File: config.mk
export PLATFORM = sky130hd
export DESIGN_NAME = doy_to_date_seq
export DESIGN_NICKNAME = d
export VERILOG_FILES = /design/src/rtl/doy_pkg.sv /design/src/rtl/date_bcd_split.sv /design/src/rtl/segment_hex.sv /design/src/rtl/doy_to_date_seq.sv
export SDC_FILE = /design/constraint.sdc
export NUM_CORES = 1
export LEC_CHECK = 0
export CORE_MARGIN = 2
export CORE_UTILIZATION = 31
export DETAILED_ROUTE_END_ITERATION = 12
export PLACE_DENSITY = 0.53
export REMOVE_ABC_BUFFERS = 1
export SLEW_MARGIN = 10
export SYNTH_ARGS = -nofsm -noshare
export SYNTH_HDL_FRONTEND = slang
export SYNTH_SLANG_ARGS = --single-unit
File: constraint.sdc
create_clock -name clk -period 3.63 [get_ports clk]
set_input_delay 0.726 -clock clk [delete_from_list [all_inputs] [get_ports clk]]
set_output_delay 0.726 -clock clk [all_outputs]
set_load 0.05 [all_outputs]
File: src/rtl/doy_pkg.sv
// ---------------------------------------------------------------------------
// doy_pkg
// Shared definitions for the day-of-year to calendar-date converter:
//   state_t       - converter FSM states (IDLE, WALK)
//   MONTH_LEN     - non-leap month lengths, January in element 0
//   DAYS_NONLEAP  - number of days in a non-leap year
//   month_len()   - length of month m (1..12), February extended by leap
// ---------------------------------------------------------------------------
package doy_pkg;

   typedef enum logic [0:0] {
      IDLE = 1'b0,
      WALK = 1'b1
   } state_t;

   localparam int DAYS_NONLEAP = 365;

   // Element 0 is January, element 11 is December.
   localparam logic [11:0][4:0] MONTH_LEN = {
      5'd31, 5'd30, 5'd31, 5'd30, 5'd31, 5'd31,
      5'd30, 5'd31, 5'd30, 5'd31, 5'd28, 5'd31
   };

   // Length in days of month m; out-of-range m returns 31 so that a
   // stray month index can never shrink the subtraction below rem.
   function automatic logic [4:0] month_len(input logic [3:0] m, input logic leap);
      logic [3:0] idx;
      logic [4:0] len;
      idx = m - 4'd1;
      if ((m >= 4'd1) && (m <= 4'd12)) begin
         len = MONTH_LEN[idx];
         if ((m == 4'd2) && leap) begin
            len = len + 5'd1;
         end else begin
            len = len;
         end
      end else begin
         len = 5'd31;
      end
      return len;
   endfunction

endpackage

File: src/rtl/date_bcd_split.sv
// ---------------------------------------------------------------------------
// date_bcd_split
// Splits a binary month (1..12) and day-of-month (1..31) into four decimal
// digit codes. Both values are at most 31, so tens digits come from
// threshold compares rather than a divider. month==0 marks "no valid
// result" and blanks all four digits.
// Ports:
//   month       in  4  binary month, 0 = blank
//   dom         in  5  binary day-of-month
//   month_tens  out 4  digit code for HEX3
//   month_units out 4  digit code for HEX2
//   dom_tens    out 4  digit code for HEX1
//   dom_units   out 4  digit code for HEX0
// ---------------------------------------------------------------------------
module date_bcd_split #(
   parameter logic [3:0] BLANK_CODE = 4'hF
) (
   input  logic [3:0] month,
   input  logic [4:0] dom,
   output logic [3:0] month_tens,
   output logic [3:0] month_units,
   output logic [3:0] dom_tens,
   output logic [3:0] dom_units
);

   logic       mt_s;
   logic [1:0] dt_s;
   logic [3:0] doff_s;

   // Tens digits by threshold compare; doff_s is 10*tens modulo 16, which
   // is enough because the units result always fits in 4 bits.
   always_comb begin
      mt_s   = (month >= 4'd10);
      dt_s   = 2'd0;
      doff_s = 4'd0;
      if (dom >= 5'd30) begin
         dt_s   = 2'd3;
         doff_s = 4'd14;
      end else if (dom >= 5'd20) begin
         dt_s   = 2'd2;
         doff_s = 4'd4;
      end else if (dom >= 5'd10) begin
         dt_s   = 2'd1;
         doff_s = 4'd10;
      end else begin
         dt_s   = 2'd0;
         doff_s = 4'd0;
      end
   end

   // Digit codes, blanked when there is no valid result.
   always_comb begin
      month_tens  = BLANK_CODE;
      month_units = BLANK_CODE;
      dom_tens    = BLANK_CODE;
      dom_units   = BLANK_CODE;
      if (month != 4'd0) begin
         month_tens  = {3'b000, mt_s};
         month_units = month - (mt_s ? 4'd10 : 4'd0);
         dom_tens    = {2'b00, dt_s};
         dom_units   = dom[3:0] - doff_s;
      end else begin
         month_tens  = BLANK_CODE;
         month_units = BLANK_CODE;
         dom_tens    = BLANK_CODE;
         dom_units   = BLANK_CODE;
      end
   end

endmodule

File: src/rtl/segment_hex.sv
// ---------------------------------------------------------------------------
// segment_HEX
// Decodes a 4-bit digit code to an active-low 7-segment pattern with the
// decimal point in bit 7 (always off). Codes 0..9 show the digit; every
// other code, including the blank code 4'hF, turns all segments off.
// Ports:
//   code  in  4  digit code
//   seg   out 8  active-low segments {dp, g, f, e, d, c, b, a}
// ---------------------------------------------------------------------------
module segment_HEX (
   input  logic [3:0] code,
   output logic [7:0] seg
);

   // Digit code to segment pattern lookup.
   always_comb begin
      seg = 8'hFF;
      case (code)
         4'd0:    seg = 8'hC0;
         4'd1:    seg = 8'hF9;
         4'd2:    seg = 8'hA4;
         4'd3:    seg = 8'hB0;
         4'd4:    seg = 8'h99;
         4'd5:    seg = 8'h92;
         4'd6:    seg = 8'h82;
         4'd7:    seg = 8'hF8;
         4'd8:    seg = 8'h80;
         4'd9:    seg = 8'h90;
         default: seg = 8'hFF;
      endcase
   end

endmodule

File: src/rtl/doy_to_date_seq.sv
// ---------------------------------------------------------------------------
// doy_to_date_seq
// Sequential day-of-year to calendar-date converter. A start in IDLE
// latches day_in/leap_year; the WALK state subtracts one month length per
// clock until the remaining days fit in the current month. Out-of-range
// requests finish in one cycle with err set and blank digits.
// Ports:
//   clk, rst_n       clock (rising edge), async active-low reset
//   start            request a conversion (ignored while busy)
//   day_in           day of year, 1..365 (1..366 in a leap year)
//   leap_year        February has 29 days
//   busy             conversion in progress
//   done             one-cycle pulse when month/dom/err update
//   err              last request was out of range
//   month, dom       binary result month and day-of-month
//   HEX3..HEX0       7-segment digits: month tens/units, dom tens/units
// ---------------------------------------------------------------------------
import doy_pkg::*;

module doy_to_date_seq #(
   parameter int         DAY_W      = 9,
   parameter int         SEG_W      = 8,
   parameter logic [3:0] BLANK_CODE = 4'hF
) (
   input  logic             clk,
   input  logic             rst_n,
   input  logic             start,
   input  logic [DAY_W-1:0] day_in,
   input  logic             leap_year,
   output logic             busy,
   output logic             done,
   output logic             err,
   output logic [3:0]       month,
   output logic [4:0]       dom,
   output logic [SEG_W-1:0] HEX3,
   output logic [SEG_W-1:0] HEX2,
   output logic [SEG_W-1:0] HEX1,
   output logic [SEG_W-1:0] HEX0
);

   state_t           state_r, state_s;
   logic [DAY_W-1:0] rem_r, rem_s;
   logic             lp_r, lp_s;
   logic [3:0]       m_r, m_s;
   logic             busy_r, busy_s;
   logic             done_r, done_s;
   logic             err_r, err_s;
   logic [3:0]       month_r, month_s;
   logic [4:0]       dom_r, dom_s;

   logic [DAY_W-1:0] len_s;
   logic [DAY_W-1:0] limit_s;
   logic [3:0]       d3_s, d2_s, d1_s, d0_s;

   // Current month length and the last valid day for the requested year.
   always_comb begin
      len_s   = {{(DAY_W-5){1'b0}}, month_len(m_r, lp_r)};
      limit_s = DAY_W'(DAYS_NONLEAP) + {{(DAY_W-1){1'b0}}, leap_year};
   end

   // Next-state and next-output logic for the IDLE/WALK controller.
   always_comb begin
      state_s = state_r;
      rem_s   = rem_r;
      lp_s    = lp_r;
      m_s     = m_r;
      busy_s  = busy_r;
      done_s  = 1'b0;
      err_s   = err_r;
      month_s = month_r;
      dom_s   = dom_r;
      case (state_r)
         IDLE: begin
            if (start) begin
               rem_s = day_in;
               lp_s  = leap_year;
               if ((day_in == {DAY_W{1'b0}}) || (day_in > limit_s)) begin
                  state_s = IDLE;
                  busy_s  = 1'b0;
                  done_s  = 1'b1;
                  err_s   = 1'b1;
                  month_s = 4'd0;
                  dom_s   = 5'd0;
               end else begin
                  state_s = WALK;
                  m_s     = 4'd1;
                  busy_s  = 1'b1;
               end
            end else begin
               state_s = IDLE;
            end
         end
         WALK: begin
            if (rem_r <= len_s) begin
               state_s = IDLE;
               busy_s  = 1'b0;
               done_s  = 1'b1;
               err_s   = 1'b0;
               month_s = m_r;
               dom_s   = rem_r[4:0];
            end else if (m_r >= 4'd12) begin
               // Past December with days left over: cannot happen for a
               // range-checked request, but never walk into month 13.
               state_s = IDLE;
               busy_s  = 1'b0;
               done_s  = 1'b1;
               err_s   = 1'b1;
               month_s = 4'd0;
               dom_s   = 5'd0;
            end else begin
               rem_s = rem_r - len_s;
               m_s   = m_r + 4'd1;
            end
         end
         default: begin
            state_s = IDLE;
            busy_s  = 1'b0;
         end
      endcase
   end

   // Controller and result registers.
   always_ff @(posedge clk or negedge rst_n) begin
      if (!rst_n) begin
         state_r <= IDLE;
         rem_r   <= {DAY_W{1'b0}};
         lp_r    <= 1'b0;
         m_r     <= 4'd0;
         busy_r  <= 1'b0;
         done_r  <= 1'b0;
         err_r   <= 1'b0;
         month_r <= 4'd0;
         dom_r   <= 5'd0;
      end else begin
         state_r <= state_s;
         rem_r   <= rem_s;
         lp_r    <= lp_s;
         m_r     <= m_s;
         busy_r  <= busy_s;
         done_r  <= done_s;
         err_r   <= err_s;
         month_r <= month_s;
         dom_r   <= dom_s;
      end
   end

   assign busy  = busy_r;
   assign done  = done_r;
   assign err   = err_r;
   assign month = month_r;
   assign dom   = dom_r;

   date_bcd_split #(
      .BLANK_CODE (BLANK_CODE)
   ) u_split (
      .month       (month_r),
      .dom         (dom_r),
      .month_tens  (d3_s),
      .month_units (d2_s),
      .dom_tens    (d1_s),
      .dom_units   (d0_s)
   );

   segment_HEX u_hex3 (.code(d3_s), .seg(HEX3));
   segment_HEX u_hex2 (.code(d2_s), .seg(HEX2));
   segment_HEX u_hex1 (.code(d1_s), .seg(HEX1));
   segment_HEX u_hex0 (.code(d0_s), .seg(HEX0));

endmodule

==> impl_metrics.toml <==
[run_status]
status = "completed"

[placement]
dpl.hpwl_um = 4949
place_congestion = 0.8298
numPortBuffers = 51
dp_slack_ns = 0.00008438

[worst_setup_path]
slowest_delay_ns = 0.42
critPathSlowestCell = "dfrtp_1"
cp_max_fo = 5
crit_start = "dom[4]$_DFFE_PN0P_"
path_cells = "inv_1 > maj3_1 > a22oi_1 > inv_1 > ha_1 > inv_1 > fa_2 > xor2_4 > nand2b_2 > nor3_1 > a21oi_1 > buf_12"
critPathBufInv = 4
worstReg2RegEnd = "rem_r[4]$_DFFE_PN0P_"
worstSetupStartpointType = "register"
reg2reg_slack_ns = 0.16
cpMostUsedCell = "inv_1"
crit_family = "adder cells"
crit_required_ns = 2.90
arrival_ns = 2.77
r2r_cells = 17
crit_type = "register to output pin"
rr_startpoint = "m_r[0]$_DFFE_PN0P_"
cp-end-kind = "output pin"

[timing]
setup_viol = 0
finalCritPeriodShare = 0.9634
fmax_ghz = 0.2860
period_needed_ns = 3.497
worst_pin_slew_ns = 0.6897
relSlewSlack = 0.5388
setup_ws_ns = 0.1329
maxSlewViolCount = 0
rsz0062_at_grt = "true"
skew_ns = 0.003445
finalSetupTns_ns = 0
hold_violations = 0

[clocking]
cts_tree = "yes"
numCtsBuffers = 3
cts_buffer_depth = 2
htreeDepth = 1
cts_sinks = 27
hold_buffers = 0
root_buffer = "clkbuf_8"
clkLatencyLatePin_ns = 0.27
cts.clk_slew.worst_paths_ns = 0.09

[final_layout]
num_antenna_cells = 0
final_layout_size_suffix_gt1_frac = 0.1717
nets = 411
mostFrequentLayoutCells = "clkdlybuf4s50_1 (37), nand2_1 (28), nor2_1 (27), ha_1 (26), dfrtp_1 (26)"
fillers = 850
register_area_sq_um = 676.9
area_growth_pct = 30.64
layout_commonest_cell = "clkdlybuf4s50_1"
multiInputGateArea_sq_um = 1818

[synth]
synth-main-ff-cell = "dfrtp_1"
synth_area_sq_um = 2646
synth_edf_count = 0
synthArstFlopShare = 1.000
ys_seq_area_frac = 0.2553
ys_types = 58
syn_area_per_cell_sq_um = 8.428
ys_warn_count = 0
synth_cells = 314
ys_seq_elements = 27

[hold_path]
min_to = "lp_r$_DFFE_PN0P_"
hold-path-cell-count = 2
min_from = "lp_r$_DFFE_PN0P_"
hold_path.class = "register to register"

[route]
wl_per_cell_um = 13.56
routed_wl_um = 6400
via_count = 2387
firstDrtPassIters = 4
drc = 0
final_antenna_net_count = 0
drt-vias-per-instance = 5.057
drtIter0Drc = 88

[die]
start_util = 0.3205
io_pins = 57
coreArea_sq_um = 8258
die_h_um = 96.39
fp.dieW_um = 96.39
row_count = 33
dieArea_sq_um = 9291

[grt]
grt_pass1_wl_um = 10400
track_usage = 0.1387
gr-total-overflow = 0
grt_max_degree = 28
antenna_found_initial = 0
grt_pass1_vias = 2222

[run]
cap_violations = 0
[worst reg2reg max path, delay by kind of cell, from the launching register on]
family                   cells  cell delay (ns)
flip-flops                   1             0.42
AO/OA/AOI/OAI                9             1.58
buffers and inverters        2             0.26
adder cells (fa/ha/maj)      3             0.70
AND/OR/NAND/NOR              3             0.40
[per-stage QoR]
| stage | hold WS, ns | utilization | cell area (sq um) | cells |
|---|---|---|---|---|
| 2_1_floorplan | 0.4304 | - | 2511 | 295 |
| 3_3_place_gp | 0.4857 | 0.3958 | 3268 | 460 |
| 3_5_place_dp | 0.4895 | 0.3958 | 3268 | 460 |
| 5_1_grt | 0.5546 | 0.4186 | 3457 | 472 |
| 6_report | 0.5079 | 0.4186 | 3457 | 472 |
| 4_1_cts | 0.5122 | 0.4015 | 3316 | 464 |
[cells by family (layout without fill, tap and decap cells)]
group / Yosys count / in the layout / synth area share
compound gates: 89 / 89 / 0.2501
other cells: 1 / 5 / 0.001417
buf+inv: 49 / 97 / 0.09361
flops: 27 / 27 / 0.2553
fa+ha+maj: 32 / 32 / 0.1551
xor+xnor: 8 / 9 / 0.02932
mux: 7 / 7 / 0.02648
simple gates: 101 / 101 / 0.1886
[how the worst max path moves through the flow]
stage	end	cells after the start	slack, ns
2_1_floorplan	HEX1[0]	5	-0.57
3_3_place_gp	month[3]$_DFFE_PN0P_	16	0.08
3_5_place_dp	month[3]$_DFFE_PN0P_	16	0.00008
4_1_cts	HEX0[5]	12	0.0009
5_1_grt	HEX0[5]	12	-0.03
6_report	HEX0[6]	12	0.13
[routing by layer]
metal,up-vias,part of all wire,global-route usage,wire (um)
met5,-,0,0,0
met4,0,0.0077,0.03756,49
met3,6,0.057,0.01241,365
met2,72,0.46,0.2384,2974
met1,1110,0.47,0.1867,3011
li1,1199,-,-,-
[synth_stat cells (3+ instances only)]
library cell / n / area, sq um
nor3_1: 7 / 35.03
nand2_1: 28 / 105.1
and2_1: 4 / 25.02
a22o_1: 11 / 96.34
a21oi_1: 21 / 105.1
nor2b_1: 10 / 62.56
or2_2: 3 / 18.77
inv_1: 23 / 86.33
nand3_1: 5 / 25.02
o32ai_1: 3 / 26.28
buf_4: 11 / 82.58
a21o_1: 3 / 22.52
clkbuf_1: 4 / 15.01
xnor2_1: 5 / 43.79
mux2i_1: 7 / 70.07
a211oi_1: 5 / 37.54
o21ai_0: 14 / 70.07
o22ai_1: 4 / 25.02
nor3_2: 4 / 40.04
dfrtp_1: 27 / 675.7
o2111ai_1: 3 / 26.28
buf_1: 3 / 11.26
nand2b_1: 5 / 31.28
ha_1: 28 / 350.3
nor2_1: 28 / 105.1
buf_2: 3 / 15.01
[sequential cells by signal, summed over array words and instances (netlist names)]
register  flops
month         4
rem_r         9
lp_r          1
err           1
busy          1
state_r       1
done          1
m_r           4
dom           5
[what timing repair did]
item                       in CTS  in global routing
gates cloned                    0                  1
resized for setup               1                 19
setup endpoints to repair       9                 29
setup buffers                   0                  7
pin swaps                       0                  1
[layout make-up]
| cell class | instances | share of cell area |
|---|---|---|
| Sequential cell | 27 | 0.1958 |
| Multi-Input combinational cell | 243 | 0.5259 |
| Tap cell | 105 | 0.03800 |
| Timing Repair Buffer | 67 | 0.1983 |
| Inverter | 26 | 0.02895 |
| Clock buffer | 4 | 0.01303 |
Power is not shown: default switching activity piles up to over one toggle a cycle in this logic, so the estimate is an artifact.
